===== src/rtl/nco_phase_gen_if.sv =====
// Control and address bundle between the oscillator voice sequencer and the
// quadrature phase generator feeding the sine/cosine table.
interface nco_phase_gen_if #(
    parameter int PSZ = 32,
    parameter int ASZ = 10
) ();
    logic           ce;
    logic [PSZ-1:0] freq;
    logic           freq_wr;
    logic [ASZ-1:0] offs;
    logic           sync;
    logic           busy;
    logic [ASZ-1:0] a0;
    logic [ASZ-1:0] a1;
    logic           addr_stb;
    logic           dat_stb;
    logic           wrap;

    modport master (
        output ce, freq, freq_wr, offs, sync,
        input  busy, a0, a1, addr_stb, dat_stb, wrap
    );

    modport slave (
        input  ce, freq, freq_wr, offs, sync,
        output busy, a0, a1, addr_stb, dat_stb, wrap
    );
endinterface


===== src/rtl/nco_phase_gen.sv =====
// Clock-enabled phase accumulator producing a primary/offset table address pair,
// with double-buffered frequency updates, hard sync and a table-latency data strobe.
module nco_phase_gen #(
    parameter int PSZ = 32,
    parameter int ASZ = 10
) (
    input  logic            clk,
    input  logic            rst_n,
    nco_phase_gen_if.slave  bus
);
    logic [PSZ-1:0] phase_q, phase_d;
    logic [PSZ-1:0] inc_q, inc_d;
    logic [PSZ-1:0] pend_q, pend_d;
    logic           pend_v_q, pend_v_d;
    logic           sync_p_q, sync_p_d;
    logic [ASZ-1:0] a0_q, a0_d;
    logic [ASZ-1:0] a1_q, a1_d;
    logic           wrap_q, wrap_d;
    logic           addr_stb_q;
    logic           stb_d_q;
    logic           dat_stb_q;

    logic [PSZ:0]   sum;
    logic [ASZ-1:0] sum_addr;
    logic           sync_hit;

    // The extra MSB of the sum is the accumulator carry, reported as wrap.
    assign sum      = {1'b0, phase_q} + {1'b0, inc_q};
    assign sum_addr = sum[PSZ-1 -: ASZ];
    assign sync_hit = bus.sync | sync_p_q;

    always_comb begin
        phase_d  = phase_q;
        inc_d    = inc_q;
        pend_d   = pend_q;
        pend_v_d = pend_v_q;
        sync_p_d = sync_p_q;
        a0_d     = a0_q;
        a1_d     = a1_q;
        wrap_d   = wrap_q;

        if (bus.ce) begin
            // The step itself still uses inc_q; a pending word takes over next ce.
            if (pend_v_q) begin
                inc_d    = pend_q;
                pend_v_d = 1'b0;
            end
            if (sync_hit) begin
                phase_d  = '0;
                a0_d     = '0;
                a1_d     = bus.offs;
                wrap_d   = 1'b1;
                sync_p_d = 1'b0;
            end else begin
                phase_d = sum[PSZ-1:0];
                a0_d    = sum_addr;
                a1_d    = sum_addr + bus.offs;
                wrap_d  = sum[PSZ];
            end
        end else if (bus.sync) begin
            sync_p_d = 1'b1;
        end

        // A write always lands in pend, so a write coincident with ce stays pending.
        if (bus.freq_wr) begin
            pend_d   = bus.freq;
            pend_v_d = 1'b1;
        end
    end

    always_ff @(posedge clk or negedge rst_n) begin
        if (!rst_n) begin
            phase_q    <= '0;
            inc_q      <= '0;
            pend_q     <= '0;
            pend_v_q   <= 1'b0;
            sync_p_q   <= 1'b0;
            a0_q       <= '0;
            a1_q       <= '0;
            wrap_q     <= 1'b0;
            addr_stb_q <= 1'b0;
            stb_d_q    <= 1'b0;
            dat_stb_q  <= 1'b0;
        end else begin
            phase_q    <= phase_d;
            inc_q      <= inc_d;
            pend_q     <= pend_d;
            pend_v_q   <= pend_v_d;
            sync_p_q   <= sync_p_d;
            a0_q       <= a0_d;
            a1_q       <= a1_d;
            wrap_q     <= wrap_d;
            addr_stb_q <= bus.ce;
            stb_d_q    <= addr_stb_q;
            dat_stb_q  <= stb_d_q;
        end
    end

    assign bus.busy     = pend_v_q;
    assign bus.a0       = a0_q;
    assign bus.a1       = a1_q;
    assign bus.wrap     = wrap_q;
    assign bus.addr_stb = addr_stb_q;
    assign bus.dat_stb  = dat_stb_q;
endmodule


===== src/flat_wrapper.sv =====
// flat-port wrapper written by rule: the top's interface ports become plain ports
module nco_phase_gen_flat 
#(
    parameter int PSZ = 32,
    parameter int ASZ = 10
)
  (clk, rst_n, bus_ce, bus_freq, bus_freq_wr, bus_offs, bus_sync, bus_busy, bus_a0, bus_a1, bus_addr_stb, bus_dat_stb, bus_wrap);
  nco_phase_gen_if #(.PSZ(PSZ), .ASZ(ASZ)) bus_i ();
  input  logic clk;
  input  logic rst_n;
  input wire logic [$bits(bus_i.ce)-1:0] bus_ce;
  input wire logic [$bits(bus_i.freq)-1:0] bus_freq;
  input wire logic [$bits(bus_i.freq_wr)-1:0] bus_freq_wr;
  input wire logic [$bits(bus_i.offs)-1:0] bus_offs;
  input wire logic [$bits(bus_i.sync)-1:0] bus_sync;
  output wire logic [$bits(bus_i.busy)-1:0] bus_busy;
  output wire logic [$bits(bus_i.a0)-1:0] bus_a0;
  output wire logic [$bits(bus_i.a1)-1:0] bus_a1;
  output wire logic [$bits(bus_i.addr_stb)-1:0] bus_addr_stb;
  output wire logic [$bits(bus_i.dat_stb)-1:0] bus_dat_stb;
  output wire logic [$bits(bus_i.wrap)-1:0] bus_wrap;
  assign bus_i.ce = bus_ce;
  assign bus_i.freq = bus_freq;
  assign bus_i.freq_wr = bus_freq_wr;
  assign bus_i.offs = bus_offs;
  assign bus_i.sync = bus_sync;
  assign bus_busy = bus_i.busy;
  assign bus_a0 = bus_i.a0;
  assign bus_a1 = bus_i.a1;
  assign bus_addr_stb = bus_i.addr_stb;
  assign bus_dat_stb = bus_i.dat_stb;
  assign bus_wrap = bus_i.wrap;
  nco_phase_gen #(.PSZ(PSZ), .ASZ(ASZ)) u_core (.clk(clk), .rst_n(rst_n), .bus(bus_i));
endmodule

===== config.mk =====
export PLATFORM = sky130hd
export DESIGN_NAME = nco_phase_gen_flat
export DESIGN_NICKNAME = d
export VERILOG_FILES = /design/src/rtl/nco_phase_gen_if.sv /design/src/rtl/nco_phase_gen.sv /design/src/flat_wrapper.sv
export SDC_FILE = /design/constraint.sdc
export NUM_CORES = 1
export LEC_CHECK = 0
export ABC_CLOCK_PERIOD_IN_PS = 5500
export BUFFER_PORTS_ARGS = -buffer_cell sky130_fd_sc_hd__buf_2
export CAP_MARGIN = 20
export CORE_MARGIN = 4
export CORE_UTILIZATION = 55
export DETAILED_ROUTE_END_ITERATION = 16
export PLACE_DENSITY = 0.85
export SLEW_MARGIN = 20
export SYNTH_ARGS = -nofsm -noshare
export SYNTH_HDL_FRONTEND = slang
export SYNTH_SLANG_ARGS = --single-unit

===== constraint.sdc =====
create_clock -name clk -period 5.5 [get_ports clk]
set_input_delay 0.275 -clock clk [delete_from_list [all_inputs] [get_ports clk]]
set_output_delay 0.275 -clock clk [all_outputs]
set_load 0.01 [all_outputs]

==> run_results.csv, run 1 <==
group,metric,value,unit
finish,final_cell_area,6940,um2
logic_synthesis,ys_types,60,
floorplan,row_count,38,
floorplan,die_height,115,um
clocking,postCtsSetupRepairBufs,0,
critical_path,path_max_fanout,4,
grt,antenna_found_initial,0,
finish,area_delta_synth_final,11.1,%
logic_synthesis,synth_ff_type,"dfrtp_1",
logic_synthesis,synth.largest_area_cell,"dfrtp_1",
finish,final_core_util,0.632,
drt,wl_per_cell,16.6,um
logic_synthesis,synth_xor_area_frac,0.0392,
power_and_ir_drop,peakVddDrop,0.000256,V
placement,io_buffer_count,70,
clocking,cts_buffer_depth,2,
clocking,clkLatencyLatePin,0.35,ns
grt,grt_pass1_vias,4710,
logic_synthesis,synth-seq-cells,112,
power_and_ir_drop,p_int,0.00197,W
logic_synthesis,yosysSeqAreaShare,0.449,
placement,place_area,6640,um2
logic_synthesis,async_reset_ff_frac,1.00,
power_and_ir_drop,p_switching,0.00122,W
finish,fillCellCount,852,
logic_synthesis,synth_area,6250,um2
clocking,numCtsBuffers,9,
clocking,cts_root_buf,"clkbuf_16",
critical_path,critPathKind,"flip-flop to flip-flop",
sta,rsz0062_at_grt,"no",
power_and_ir_drop,power.share.switching,0.383,
drt,drt-initial-drc-count,301,
clocking,htree_num_levels,3,
logic_synthesis,synth-compound-area-share,0.174,
clocking,cts.sinks,112,
finish,final_nets,719,
sta,slew_headroom,0.300,
floorplan,start_util,0.569,
critical_path,crit_path_end_kind,"flip-flop",
drt,antenna_left,0,
critical_path,worstPathArrival,5.15,ns
finish,layout_common_cells,"dfrtp_1, buf_2, mux2_2, ha_1, a21oi_1",
finish,multi_input_area,3190,um2
finish,final_common_cell,"dfrtp_1",
sta,fmaxAchievable,205,MHz
sta,worst_slew_pin_slew,1.04,ns
drt,post-route-drc-count,0,
logic_synthesis,synthAdderAreaFrac,0.0885,
sta,final-setup-viol-count,0,
drt,vias,4575,
logic_synthesis,synthTopCellsByArea,"dfrtp_1, mux2_2, ha_1, a21oi_1, o2bb2ai_1",
power_and_ir_drop,p_leak,3.21,nW
run,maxCapViolCount,0,
sta,fin_skew,0.0123,ns
grt,track_usage,0.206,
power_and_ir_drop,pwr-share-seq,0.345,
sta,fin_setup_tns,0,ns
logic_synthesis,synth_top_family_by_area,"compound AO/OA/AOI/OAI gates",
finish,drive_above_1_share,0.271,
power_and_ir_drop,clkPwrFrac,0.199,
grt,grt_pass1_wl,22000,um
floorplan,fp.dieArea,13100,um2
drt,drt_first_pass_iters,5,
run_status,status,"completed",
critical_path,start_kind,"flip-flop",
grt,grt_max_degree,68,
hold_path,hp-class,"input pin to flip-flop",
grt,grt-ovfl-total,0,
sta,period_needed,4.87,ns
placement,dp_hpwl,9310,um
clocking,cts_tree,"yes",
logic_synthesis,avgSynthCellArea,10.9,um2
drt,via_per_inst,5.91,
logic_synthesis,syn_nets,664,
drt,drt_wl_total,12900,um
finish,regArea,2800,um2
logic_synthesis,syn_inst,574,
power_and_ir_drop,pwr_density_cell,459,nW/um2
sta,slew_violations,0,
floorplan,core_area,11000,um2
logic_synthesis,synth_top_cell_area_share,0.449,
logic_synthesis,synthMuxAreaShare,0.115,
logic_synthesis,yosys.area_share.simple,0.0937,
floorplan,fp.dieW,115,um
placement,gp_congestion,0.924,
sta,timing.final.crit_share,0.886,
critical_path,cp.required,5.78,ns
power_and_ir_drop,p_comb_frac,0.456,
logic_synthesis,synth_edf_count,0,
finish,antennaDiodeCount,0,
logic_synthesis,ys_warn_count,0,
clocking,clk_pin_slew,0.08,ns
sta,hold_viol_final,0,
floorplan,io_pins,71,
flip-flops by register name (all words and copies together) (netlist names):
signal and count:
u_core.inc_q 32, u_core.pend_q 32, u_core.phase_q 23, u_core.bus.a1 10, u_core.bus.a0 9, u_core.bus.addr_stb 1
u_core.bus.busy 1, u_core.bus.dat_stb 1, u_core.bus.wrap 1, u_core.stb_d_q 1, u_core.sync_p_q 1
synth_stat cells, types with 2 or more instances:
cell type  count
dfrtp_1      112
mux2_2        64
ha_1          41
a21oi_1       40
nand2_1       37
nor2_1        27
o21ai_0       26
inv_1         25
o2bb2ai_1     19
clkbuf_1      15
xnor2_1       15
xor2_1        13
a21o_1        11
nand3_1       11
buf_4         10
nor2b_1        9
a31oi_1        6
nor3_1         6
o211ai_1       6
o21a_1         6
a31o_2         5
and3_1         5
a211oi_1       4
buf_1          4
o21bai_1       4
or3_1          4
and4_1         3
nand2b_1       3
nand4_1        3
o31ai_1        3
or2_2          3
a2111o_1       2
a21boi_0       2
a311oi_2       2
and2_1         2
fa_1           2
per-layer routing:
| metal | part of all wire | routed length (um) | vias up | GRT usage |
|---|---|---|---|---|
| met5 | 0 | 0 | - | 0 |
| met4 | 0.021 | 269 | 0 | 0.0713 |
| met3 | 0.053 | 686 | 21 | 0.0396 |
| met2 | 0.49 | 6310 | 133 | 0.344 |
| met1 | 0.44 | 5600 | 2235 | 0.269 |
| li1 | - | - | 2186 | - |
kinds of logic (layout without fill, tap and decap cells):
family | Yosys count | after routing
AOI/OAI and AO/OA | 153 | 153
xor gates and xnor gates | 28 | 28
adders and majority gates | 43 | 43
buffers and inverters | 55 | 115
DFF | 112 | 112
muxes | 64 | 64
and+or+nand+nor | 119 | 119
repair_timing:
item                                    in CTS  in global routing
hold endpoints to repair                    45                  0
gates resized for setup                      0                  0
endpoints found under the setup margin       0                  0
hold buffers                                 1                  0
power groups by stage:
stage	registers, W	logic (W)	clock network [W]
floorplan	0.00109	0.00115	0
global placement	0.00110	0.00138	0
detailed placement	0.00111	0.00144	0
CTS	0.00110	0.00145	0.000650
global route	0.00111	0.00163	0.000688
finish	0.00110	0.00145	0.000634
worst max-delay path, stage by stage (launching register included):
cell and delay (ns):
dfrtp_1 0.37, ha_1 0.20, inv_1 0.06, fa_1 0.39
nor2b_1 0.26, o31ai_2 0.14, a21boi_0 0.29, o311ai_1 0.17
a21o_1 0.22, o211ai_1 0.22, xor2_1 0.22, ha_1 0.29
and3_1 0.19, a2111o_1 0.45, a21o_1 0.19, a21oi_1 0.21
o21ai_0 0.17, and3_4 0.21, or4_1 0.39, a31oi_1 0.17
cell type report:
cell class | count | share of cell area
Multi-Input combinational cell | 407 | 0.460
Tap cell | 140 | 0.0252
Sequential cell | 112 | 0.404
Clock inverter | 6 | 0.00721
Clock buffer | 10 | 0.0344
Inverter | 25 | 0.0135
Timing Repair Buffer | 74 | 0.0555
per-stage QoR:
step | hold slack (ns) | instances | power, W | setup slack [ns]
2_1_floorplan | -0.0206 | 574 | 0.00224 | 1.10
4_1_cts | 0.141 | 774 | 0.00319 | 0.644
3_5_place_dp | 0.323 | 757 | 0.00255 | 0.656
3_3_place_gp | 0.310 | 757 | 0.00248 | 0.858
5_1_grt | 0.132 | 774 | 0.00343 | 0.262
6_report | 0.148 | 774 | 0.00318 | 0.626
worst paths after layout:
| kind | startpoint | end | slack, ns | cells past startpoint |
|---|---|---|---|---|
| max in group asynchronous | rst_n | u_core.inc_q[6] | 3.77 | 3 |
| worst min register to register | u_core.stb_d_q | u_core.bus.dat_stb | 0.35 | 0 |
| min in group asynchronous | rst_n | u_core.bus.dat_stb | 0.46 | 2 |
| worst max register to register | u_core.phase_q[0] | u_core.bus.a1[9] | 0.63 | 19 |
| worst max-delay path | u_core.phase_q[0] | u_core.bus.a1[9] | 0.63 | 19 |
| worst min-delay path | bus_freq[14] | u_core.pend_q[14] | 0.15 | 2 |
No activity file was read; power rests on OpenSTA's default activity.
==> run 2, diff against run 1 <==
- CORE_UTILIZATION: 55 -> 45
- PLACE_DENSITY: 0.85 -> 0.73
- RECOVER_POWER: default -> 25
==> run_results.csv, run 2 (synthesis results as in run 1) <==
group,metric,value,unit
power_and_ir_drop,pwr-share-seq,0.341,
clocking,cts_tree,"yes",
clocking,cts_root_buf,"clkbuf_16",
sta,final-setup-viol-count,0,
drt,drt-initial-drc-count,341,
critical_path,crit_path_start,"u_core.inc_q[0]",
run_status,status,"finished with violations",
grt,grt_max_degree,60,
critical_path,crit_path_top_delay_cell,"a2111o_1",
critical_path,slowest_delay,0.44,ns
hold_path,worstHoldPathCells,2,
placement,dp_slack,0.587,ns
drt,via_per_inst,5.63,
floorplan,fp.dieArea,15800,um2
floorplan,fp.dieW,126,um
clocking,ctsHoldBuffers,1,
power_and_ir_drop,p_switching,0.00120,W
sta,period_needed,4.97,ns
critical_path,reg2reg_slack,0.53,ns
drt,wl_per_cell,15.8,um
power_and_ir_drop,clkPwrFrac,0.207,
drt,post-route-drc-count,0,
finish,final_common_cell,"dfrtp_1",
finish,top_regs,"u_core.inc_q (32), u_core.pend_q (32), u_core.phase_q (23)",
floorplan,core_area,13400,um2
critical_path,r2r-start,"u_core.inc_q[0]",
clocking,cts.repair.resized,0,
critical_path,critPathCapture,"u_core.bus.a1[9]",
critical_path,path_max_fanout,4,
grt,antenna_found_initial,0,
drt,drt_wl_total,12800,um
floorplan,row_count,42,
finish,antennaDiodeCount,0,
clocking,clkLatencyLatePin,0.36,ns
critical_path,worstPathCellList,"ha_1 > inv_1 > fa_1 > nor2b_1 > o31ai_2 > a21boi_0 > o311ai_1 > a21o_1 > o211ai_1 > xor2_1 > ha_1 > and3_1 > a2111o_1 > a21o_1 > a21oi_1 > o21ai_0 > and3_4 > or4_1 > a31oi_1",
grt,grt_pass1_wl,21900,um
power_and_ir_drop,p_int,0.00201,W
critical_path,critPathKind,"flip-flop to flip-flop",
critical_path,cp.required,5.78,ns
placement,dp_hpwl,9310,um
clocking,cts.sinks,112,
sta,fin_skew,0.0143,ns
sta,slew_violations,134,
drt,vias,4559,
sta,fmaxAchievable,201,MHz
grt,grt_pass1_vias,4569,
drt,antenna_left,0,
sta,worst_slew_pin_slew,2.87,ns
placement,gp_congestion,0.871,
power_and_ir_drop,peakVddDrop,0.000164,V
finish,layout_common_cells,"dfrtp_1, buf_2, mux2_2, ha_1, a21oi_1",
grt,track_usage,0.167,
sta,hold_viol_final,0,
power_and_ir_drop,p_leak,3.21,nW
sta,rsz0062_at_grt,"no",
critical_path,r2r_end,"u_core.bus.a1[9]",
clocking,clk_pin_slew,0.08,ns
finish,fillCellCount,1197,
critical_path,reg2regPathDepth,19,
finish,final_nets,719,
sta,layout_setup_ws,0.528,ns
sta,timing.final.crit_share,0.904,
floorplan,start_util,0.466,
run_status,violations,"max-capacitance violations, max-slew violations",
floorplan,die_height,126,um
floorplan,io_pins,71,
hold_path,hp-class,"input pin to flip-flop",
critical_path,crit_path_end_kind,"flip-flop",
sta,fin_setup_tns,0,ns
grt,grt-ovfl-total,0,
sta,slew_headroom,-0.915,
critical_path,worstPathArrival,5.25,ns
clocking,htree_num_levels,3,
clocking,postCtsSetupRepairBufs,0,
drt,drt_first_pass_iters,4,
finish,area_delta_synth_final,12.0,%
power_and_ir_drop,power.share.switching,0.374,
clocking,cts_buffer_depth,2,
run,maxCapViolCount,3,
power_and_ir_drop,pwr_density_cell,459,nW/um2
power_and_ir_drop,p_comb_frac,0.452,
critical_path,start_kind,"flip-flop",
finish,drive_above_1_share,0.267,
clocking,numCtsBuffers,9,
placement,io_buffer_count,70,
## run 2: changes by cell type in the layout (fill, tap and decap cells not counted), sizes merged
cell	previous run	this run
inv	26	25
bufinv	0	1
buf	73	70
clkbuf	10	13
## run 2: cell type report
class | count | area [um2] | area share
multi-input combinational | 407 | 3190 | 0.457
tap | 176 | 220 | 0.0315
timing repair buffer | 74 | 379 | 0.0542
clock buffer | 10 | 239 | 0.0342
inverter | 25 | 93.8 | 0.0134
sequential | 112 | 2800 | 0.401
clock inverter | 6 | 67.6 | 0.00966
## run 2: power by group through the flow
stage	registers, W	clock network, W	logic, W
after global placement	0.00110	0	0.00139
final	0.00109	0.000665	0.00145
after floorplan	0.00109	0	0.00115
after CTS	0.00110	0.000688	0.00144
after detailed placement	0.00111	0	0.00143
after global routing	0.00112	0.000721	0.00162
## run 2: through the flow
stage	area, um2	std cells	hold WS (ns)	util	total power (W)
2_1_floorplan	6250	574	-0.0206	-	0.00224
6_report	7000	810	0.146	0.522	0.00321
5_1_grt	7000	810	0.126	0.522	0.00346
3_5_place_dp	6690	793	0.346	0.499	0.00254
4_1_cts	7000	810	0.132	0.523	0.00323
3_3_place_gp	6690	793	0.341	0.499	0.00249
## run 2: how the worst min path moves through the flow
stage                         from            endpoint  slack, ns
floorplan                    rst_n    u_core.bus.a0[0]      -0.02
global placement    u_core.stb_d_q  u_core.bus.dat_stb       0.34
detailed placement  u_core.stb_d_q  u_core.bus.dat_stb       0.35
CTS                   bus_freq[15]   u_core.pend_q[15]       0.13
global route          bus_freq[15]   u_core.pend_q[15]       0.13
finish                bus_freq[15]   u_core.pend_q[15]       0.15
## run 2: metal layers
metal,up-vias,routed length [um],GRT usage
li1,2191,-,-
met1,2240,5840,0.218
met2,105,6100,0.272
met3,23,642,0.0461
met4,0,241,0.0524
met5,-,0,0
## run 2: worst max-delay path, delay by kind of cell, from the launching register on
kind                     cells  cell delay, ns
AO/OA/AOI/OAI               10            2.26
XOR/XNOR                     1            0.25
flip-flops                   1            0.36
AND/OR/NAND/NOR              4            1.04
buffers and inverters        1            0.07
adder cells (fa/ha/maj)      3            0.90
